--- config.mk ---
export PLATFORM = sky130hd
export DESIGN_NAME = apb_interconnect
export DESIGN_NICKNAME = d
export VERILOG_FILES = /design/src/rtl/apb_interconnect.sv
export SDC_FILE = /design/constraint.sdc
export NUM_CORES = 1
export LEC_CHECK = 0
export BUFFER_PORTS_ARGS = -buffer_cell sky130_fd_sc_hd__clkbuf_2
export CORE_AREA = 2 2 119 121
export DETAILED_ROUTE_END_ITERATION = 10
export DIE_AREA = 0 0 121 123
export GPL_ROUTABILITY_DRIVEN = 0
export PLACE_DENSITY_LB_ADDON = 0.25
export SYNTH_ARGS = -nofsm -noshare
export SYNTH_HDL_FRONTEND = slang
export SYNTH_SLANG_ARGS = --single-unit
--- constraint.sdc ---
create_clock -name S_PCLK -period 2.4 [get_ports S_PCLK]
set_input_delay 0.24 -clock S_PCLK [delete_from_list [all_inputs] [get_ports S_PCLK]]
set_output_delay 0.24 -clock S_PCLK [all_outputs]
set_load 0.01 [all_outputs]
--- src/rtl/apb_interconnect.sv ---
// APB 1-to-N interconnect: decodes upstream address into fixed 2^REGION_BITS windows and
// replays the transfer downstream. Optional ACCESS timeout is built when APB_IC_TIMEOUT_EN is defined.
module apb_interconnect #(
    parameter int DATA_WIDTH  = 32,
    parameter int ADDR_WIDTH  = 32,
    parameter int NUM_SLAVE   = 4,
    parameter int REGION_BITS = 12,
    parameter int TIMEOUT     = 16
) (
    input  logic                                  S_PCLK,
    input  logic                                  S_PRESET,
    input  logic [ADDR_WIDTH-1:0]                 S_PADDR,
    input  logic                                  S_PSEL,
    input  logic                                  S_PENABLE,
    input  logic                                  S_PWRITE,
    input  logic [DATA_WIDTH-1:0]                 S_PWDATA,
    output logic                                  S_PREADY,
    output logic [DATA_WIDTH-1:0]                 S_PRDATA,
    output logic                                  S_PSLVERR,
    output logic [ADDR_WIDTH-1:0]                 M_PADDR,
    output logic                                  M_PWRITE,
    output logic [DATA_WIDTH-1:0]                 M_PWDATA,
    output logic                                  M_PENABLE,
    output logic [NUM_SLAVE-1:0]                  M_PSEL,
    input  logic [NUM_SLAVE-1:0]                  M_PREADY,
    input  logic [NUM_SLAVE-1:0][DATA_WIDTH-1:0]  M_PRDATA,
    input  logic [NUM_SLAVE-1:0]                  M_PSLVERR
);
    localparam int IDX_W = (NUM_SLAVE > 1) ? $clog2(NUM_SLAVE) : 1;

    typedef enum logic [2:0] {IDLE, SETUP, ACCESS, RESP, ERR} state_t;

    state_t                 state, state_n;
    logic [IDX_W-1:0]       idx_q, idx_n;
    logic                   drop_q, drop_n;
    logic [ADDR_WIDTH-1:0]  addr_n, dec_idx;
    logic                   write_n;
    logic [DATA_WIDTH-1:0]  wdata_n, rdata_n;
    logic                   err_n;
    logic                   hit, ready_sel, tmo_hit, resp_vis;
    logic [NUM_SLAVE-1:0]   psel_n;

`ifdef APB_IC_TIMEOUT_EN
    localparam int CNT_W = $clog2(TIMEOUT + 1);
    logic [CNT_W-1:0] tmo_cnt;

    assign tmo_hit = (tmo_cnt == CNT_W'(TIMEOUT - 1));

    // Cleared while in SETUP so it starts at zero on the first ACCESS cycle.
    always_ff @(posedge S_PCLK) begin
        if (S_PRESET || state == SETUP)
            tmo_cnt <= '0;
        else if (state == ACCESS && !ready_sel)
            tmo_cnt <= tmo_cnt + 1'b1;
    end
`else
    assign tmo_hit = 1'b0;
`endif

    assign dec_idx   = S_PADDR >> REGION_BITS;
    assign hit       = (dec_idx < ADDR_WIDTH'(NUM_SLAVE));
    assign ready_sel = M_PREADY[idx_q];

    always_comb begin
        state_n = state;
        idx_n   = idx_q;
        drop_n  = drop_q;
        addr_n  = M_PADDR;
        write_n = M_PWRITE;
        wdata_n = M_PWDATA;
        rdata_n = '0;
        err_n   = 1'b0;
        case (state)
            IDLE: begin
                if (S_PSEL && !S_PENABLE) begin
                    drop_n = 1'b0;
                    if (hit) begin
                        state_n = SETUP;
                        idx_n   = IDX_W'(dec_idx);
                        addr_n  = S_PADDR;
                        write_n = S_PWRITE;
                        wdata_n = S_PWDATA;
                    end else begin
                        state_n = ERR;
                    end
                end
            end
            SETUP: begin
                state_n = ACCESS;
                if (!S_PSEL) drop_n = 1'b1;
            end
            ACCESS: begin
                // A master that abandons the transfer still lets the slave finish; only the reply is suppressed.
                if (!S_PSEL) drop_n = 1'b1;
                if (ready_sel) begin
                    state_n = RESP;
                    rdata_n = M_PRDATA[idx_q];
                    err_n   = M_PSLVERR[idx_q];
                end else if (tmo_hit) begin
                    state_n = RESP;
                    err_n   = 1'b1;
                end
            end
            RESP:    state_n = IDLE;
            ERR:     state_n = IDLE;
            default: state_n = IDLE;
        endcase

        psel_n = '0;
        if (state_n == SETUP || state_n == ACCESS)
            psel_n = NUM_SLAVE'(1) << idx_n;
        resp_vis = (state_n == RESP) && !drop_n;
    end

    // All outputs are registered from next-state values so they change only on the clock edge.
    always_ff @(posedge S_PCLK) begin
        if (S_PRESET) begin
            state     <= IDLE;
            idx_q     <= '0;
            drop_q    <= 1'b0;
            M_PADDR   <= '0;
            M_PWRITE  <= 1'b0;
            M_PWDATA  <= '0;
            M_PSEL    <= '0;
            M_PENABLE <= 1'b0;
            S_PREADY  <= 1'b0;
            S_PSLVERR <= 1'b0;
            S_PRDATA  <= '0;
        end else begin
            state     <= state_n;
            idx_q     <= idx_n;
            drop_q    <= drop_n;
            M_PADDR   <= addr_n;
            M_PWRITE  <= write_n;
            M_PWDATA  <= wdata_n;
            M_PSEL    <= psel_n;
            M_PENABLE <= (state_n == ACCESS);
            S_PREADY  <= resp_vis || (state_n == ERR);
            S_PSLVERR <= (resp_vis && err_n) || (state_n == ERR);
            S_PRDATA  <= resp_vis ? rdata_n : '0;
        end
    end
endmodule

* Word level (Yosys, flattened, before mapping) *
Index checks and enable logic that the tools add are counted.

cells by class
  order comparisons = 2
  equality and inequality tests = 6
  shift-type cells = 1
  mux-type cells = 18
  bitwise gates (word level) = 4
  reduce and logical (&&, ||, !) cells = 13

operators by type and width
  kind                 count
  $bmux 32 s2          1
  $mux 32              1
  $lt 20x3->1 const B  1
  $eq 3x2->1 const B   3
  $mux 3               3
  $pmux 3 s3           1
  $eq 3x1->1 const B   2
  $mux 1               6
  $mux 2               3
  $bmux 1 s2           2
  $not 1->1            4
  $reduce_or 2->1      2
  $reduce_or 4->1      1
  $shl 1x2->4 const A  1
  $eq 3x3->1 const B   1
  $logic_and 1x1->1    3
  $logic_not 3->1      1
  $logic_or 1x1->1     3
  $lt 2x3->1 const B   1
  $reduce_and 3->1     1
  $logic_not 1->1      2
  $pmux 1 s2           1

word-level totals
  register bits = 110
  input port bits = 205
  output and inout bits = 104
  logic and storage cells = 55

* Logic depth before layout (Yosys ltp) *
  depth in word-level cells = 8
  depth in mapped cells = 8
  gate-level depth less buffers = 5

* Worst setup path after synthesis *
Ideal clock, no wire load.

  kind = reg2reg
  from = register state[2]
  to = register M_PADDR[10]
  setup time = 132 ps
  data arrival time = 1901 ps
  required time = 2268 ps
  path slack = 367 ps
  cell stages (with the launch flop) = 9
  path buffers = 3
  period minus slack after synthesis = 2033 ps
  cells stage by stage = dfxtp_1 -> or3b_1 -> or3_4 -> or3_1 -> buf_2 -> buf_6 -> buf_2 -> nand2_1 -> a21oi_1

on the way
  cells in the longest elaborated chain, start to end = 2

ends and longest elaborated chain
  element                            line  RTL
  start: declaration                 33    state_t state, state_n;
  start signal: assignment           130   state <= state_n;
  $logic_not 3->1                    73    case (state)
  $reduce_and 3->1 (no source line)  -
  end signal: assignment             133   M_PADDR <= addr_n;
  end: declaration                   20    output logic [ADDR_WIDTH-1:0] M_PADDR,

No other way between the ends.
A chain may end at the register's enable or synchronous reset.

* Worst setup path in the final report *
  from = register state[2]
  to = register M_PWDATA[19]

on the way
  cells in the longest elaborated chain, start to end = 2

ends and longest elaborated chain
  element                            line  RTL
  $logic_not 3->1                    73
  $reduce_and 3->1 (no source line)  -
  end signal: assignment             135   M_PWDATA <= wdata_n;
  end: declaration                   22    output logic [DATA_WIDTH-1:0] M_PWDATA,

No other way between the ends.

==> metrics.csv <==
stage,metric,value,unit
run_status,run_status,completed,
sta,hold_viol,0,
sta,final_worst_path_period_need,2240,ps
detailed_routing,drc,0,
clock_network,clock_buffers_created_by_tritoncts,9,
detailed_routing,detailroute.via_count,4073,
die,top_level_ports,309,
place,detailed_place_hpwl,10400,um
setup_path,crit_end_element,flop,
yosys,ys_dominant_reg_cell,dfxtp_1,
layout,post_route_cells_drive_above_1_share,52.2,%
run,cap_viol_max_count,0,
detailed_routing,ant_nets,0,
sta,timing_max_transition_violations_final,0,
sta,setup_slack,157,ps
setup_path,crit_type,flop to flop,
setup_path,crit_fanout,36,
clock_network,ctsHtreeMaxLevel,3,
global_route,global_route.overflow_total,0,
yosys,ys_top_cells_by_area,"dfxtp_1 (51%), mux4_2 (18%), nand2_1 (8.4%), a21oi_1 (5.8%), nor2b_1 (4.7%)",
setup_path,critPathRequiredTime,2630,ps
yosys,synth_nets,618,
yosys,synth_async_sr_flop_share,0,%
layout,fillCellCount,1329,
detailed_routing,wl,13500,um
power_and_ir_drop,power.total,3.53,mW
yosys,netlist_instances,413,
sta,pin_slew_with_the_least_headroom_to_its_limit,922,ps
power_and_ir_drop,max-vdd-ir-drop,423,uV
min_path,worst_hold_path_type,primary input to flop,
clock_network,clock_tree_from_tritoncts,built,
setup_path,worstPathArrival,2470,ps
setup_path,slowest_stage,or3_2,
clock_network,clk-insertion-delay-late,350,ps
yosys,ys_types,29,
clock_network,cts.repair_timing.setup_buffer_count,0,
yosys,synth.yosys.seq_area_share,51.4,%
sta,finalSetupTns,0,ps
yosys,netlist_area_before_placement,4290,um2
detailed_routing,drtPass1Iterations,4,
sta,rsz_0062_raised_after_global_routing,no,
detailed_routing,drt-wirelength-per-cell,15.0,um
place,place_ws,142,ps
die,coreArea,13600,um2
die,die_height,123,um
setup_path,timing.critical_path.cells,or3b_1 > or3_4 > or3_2 > buf_4 > nand2_1 > a21oi_1,
yosys,synth_edf_count,0,
clock_network,worst_setup_hold_path_clk_slew,80,ps
clock_network,buffer_cell_driving_the_clock_tree_root,clkbuf_16,
clock_network,post_cts.resized_instances,0,
sta,fmax,0.446,GHz
power_and_ir_drop,leakage,2.87,nW
place,io_buffer_count,308,
global_route,grt_start_max_net_pins,50,
layout,number_of_nets_at_the_end_of_the_flow,916,
sta,report.final.setup_viol,0,
global_route,vias_in_the_first_global_route,3951,
yosys,synth_top_area_share,51.4,%
layout,insertedDiodeCount,0,
power_and_ir_drop,p_per_area,561,nW/um2
die,fp-row-count,43,
global_route,global_route_wire_length_before_repair,19700,um
die,die_area,14900,um2
sta,final_period_utilization,93.5,%
layout,areaGrowthSynthToFinish,47.1,%
setup_path,cpPeakStageDelay,550,ps
global_route,antenna_found_initial,0,
clock_network,clock_path_buffers,2,
sta,hold_slack,102,ps
detailed_routing,via_per_inst,4.55,
sta,max_slew_margin,38.3,%
clock_network,cts_hold_buffers,0,
die,initial_utilization,31.5,%
die,die_w,121,um
yosys,yosys_warnings,0,
sta,finalClockSkew,10.3,ps
setup_path,crit_path_start_kind,flop,
yosys,postSynthRegisterBits,110,
clock_network,cts_sinks,110,
yosys,synth_top_area_cell,dfxtp_1,
yosys,syn_area_per_cell,10.4,um2
detailed_routing,drt_iter0_markers,162,
global_route,global_route.usage.total,17.2,%
==> flip-flops by register name, summed over array words and instances (netlist names) <==
name       cells
S_PRDATA      32
drop_q         1
M_PWDATA      32
M_PENABLE      1
M_PWRITE       1
M_PADDR       32
S_PREADY       1
idx_q          2
M_PSEL         4
state          3
S_PSLVERR      1
==> critical path, delay by kind of cell, from the launching register on <==
family                 cells  cell delay (ps)
AND/OR/NAND/NOR            4             1420
flip-flops                 1              340
buffers and inverters      1              290
AO/OA/AOI/OAI              1               70
==> cell usage in the layout, fill, tap and decap left out, types with 7 or more instances in the layout <==
master / count
nor2b_1: 32
buf_4: 7
dfxtp_1: 108
clkbuf_2: 308
nor2_1: 16
and2_1: 18
a21oi_1: 50
nand2_1: 96
clkbuf_16: 9
mux4_2: 34
nor4_1: 7
==> metal layers <==
metal	routed length (um)	vias up	global-route usage, %	part of all wire (%)
met5	0	-	0	0
met4	171	0	5.45	1.3
met3	1130	13	7.24	8.4
met2	6560	165	27.3	49
met1	5610	1892	21.1	42
li1	-	2003	-	-
==> metrics by stage <==
| step | utilization, % | area (um2) | std cells |
|---|---|---|---|
| 2_1_floorplan | - | 4290 | 413 |
| 3_3_place_gp | 44.2 | 6010 | 880 |
| 3_5_place_dp | 44.2 | 6010 | 880 |
| 4_1_cts | 46.3 | 6300 | 896 |
| 5_1_grt | 46.3 | 6300 | 896 |
| 6_report | 46.3 | 6300 | 896 |
==> power breakdown <==
part	internal, mW	switching, mW	total, mW
sequential	1.83	0.00118	1.83
combinational	0.169	0.0874	0.257
clock	0.751	0.700	1.45
total	2.75	0.789	3.53
==> logic make-up after synthesis <==
family | share of synthesized area, %
AND/OR/NAND/NOR | 19.8
flip-flops | 51.4
AO/OA/AOI/OAI | 6.83
multiplexers | 18.7
buffers and inverters | 3.04
XOR/XNOR | 0.204
==> area by class of cell <==
cell class	instances	area [um2]	area share (%)
clock inverters	6	52.6	0.834
inverters	2	7.51	0.119
repair buffers	316	1610	25.6
clock buffers	10	239	3.79
multi-input cells	272	1960	31.1
well taps	180	225	3.57
flip-flops and latches	110	2200	35.0
==> cell usage after synthesis (2+ instances only) <==
cell type	instances
o211ai_1	2
nor2_1	16
clkbuf_1	21
mux4_2	34
a211oi_1	2
inv_1	2
dfxtp_1	110
a21oi_1	50
buf_1	2
nand2b_1	2
nor2b_1	32
nor4_1	7
nand2_1	96
and2_1	18
buf_2	5
==> worst paths after layout <==
path                            startpoint                   endpoint  slack, ps  depth (start not counted)
hold reg to reg   M_PWDATA[5]$_SDFFE_PP0P_   M_PWDATA[5]$_SDFFE_PP0P_        450                          2
hold / removal                S_PWDATA[16]  M_PWDATA[16]$_SDFFE_PP0P_        100                          3
setup reg to reg       state[2]$_SDFF_PP0_  M_PWDATA[19]$_SDFFE_PP0P_        160                          6
setup / recovery       state[2]$_SDFF_PP0_  M_PWDATA[19]$_SDFFE_PP0P_        160                          6
(Power assumes the default switching activity.)
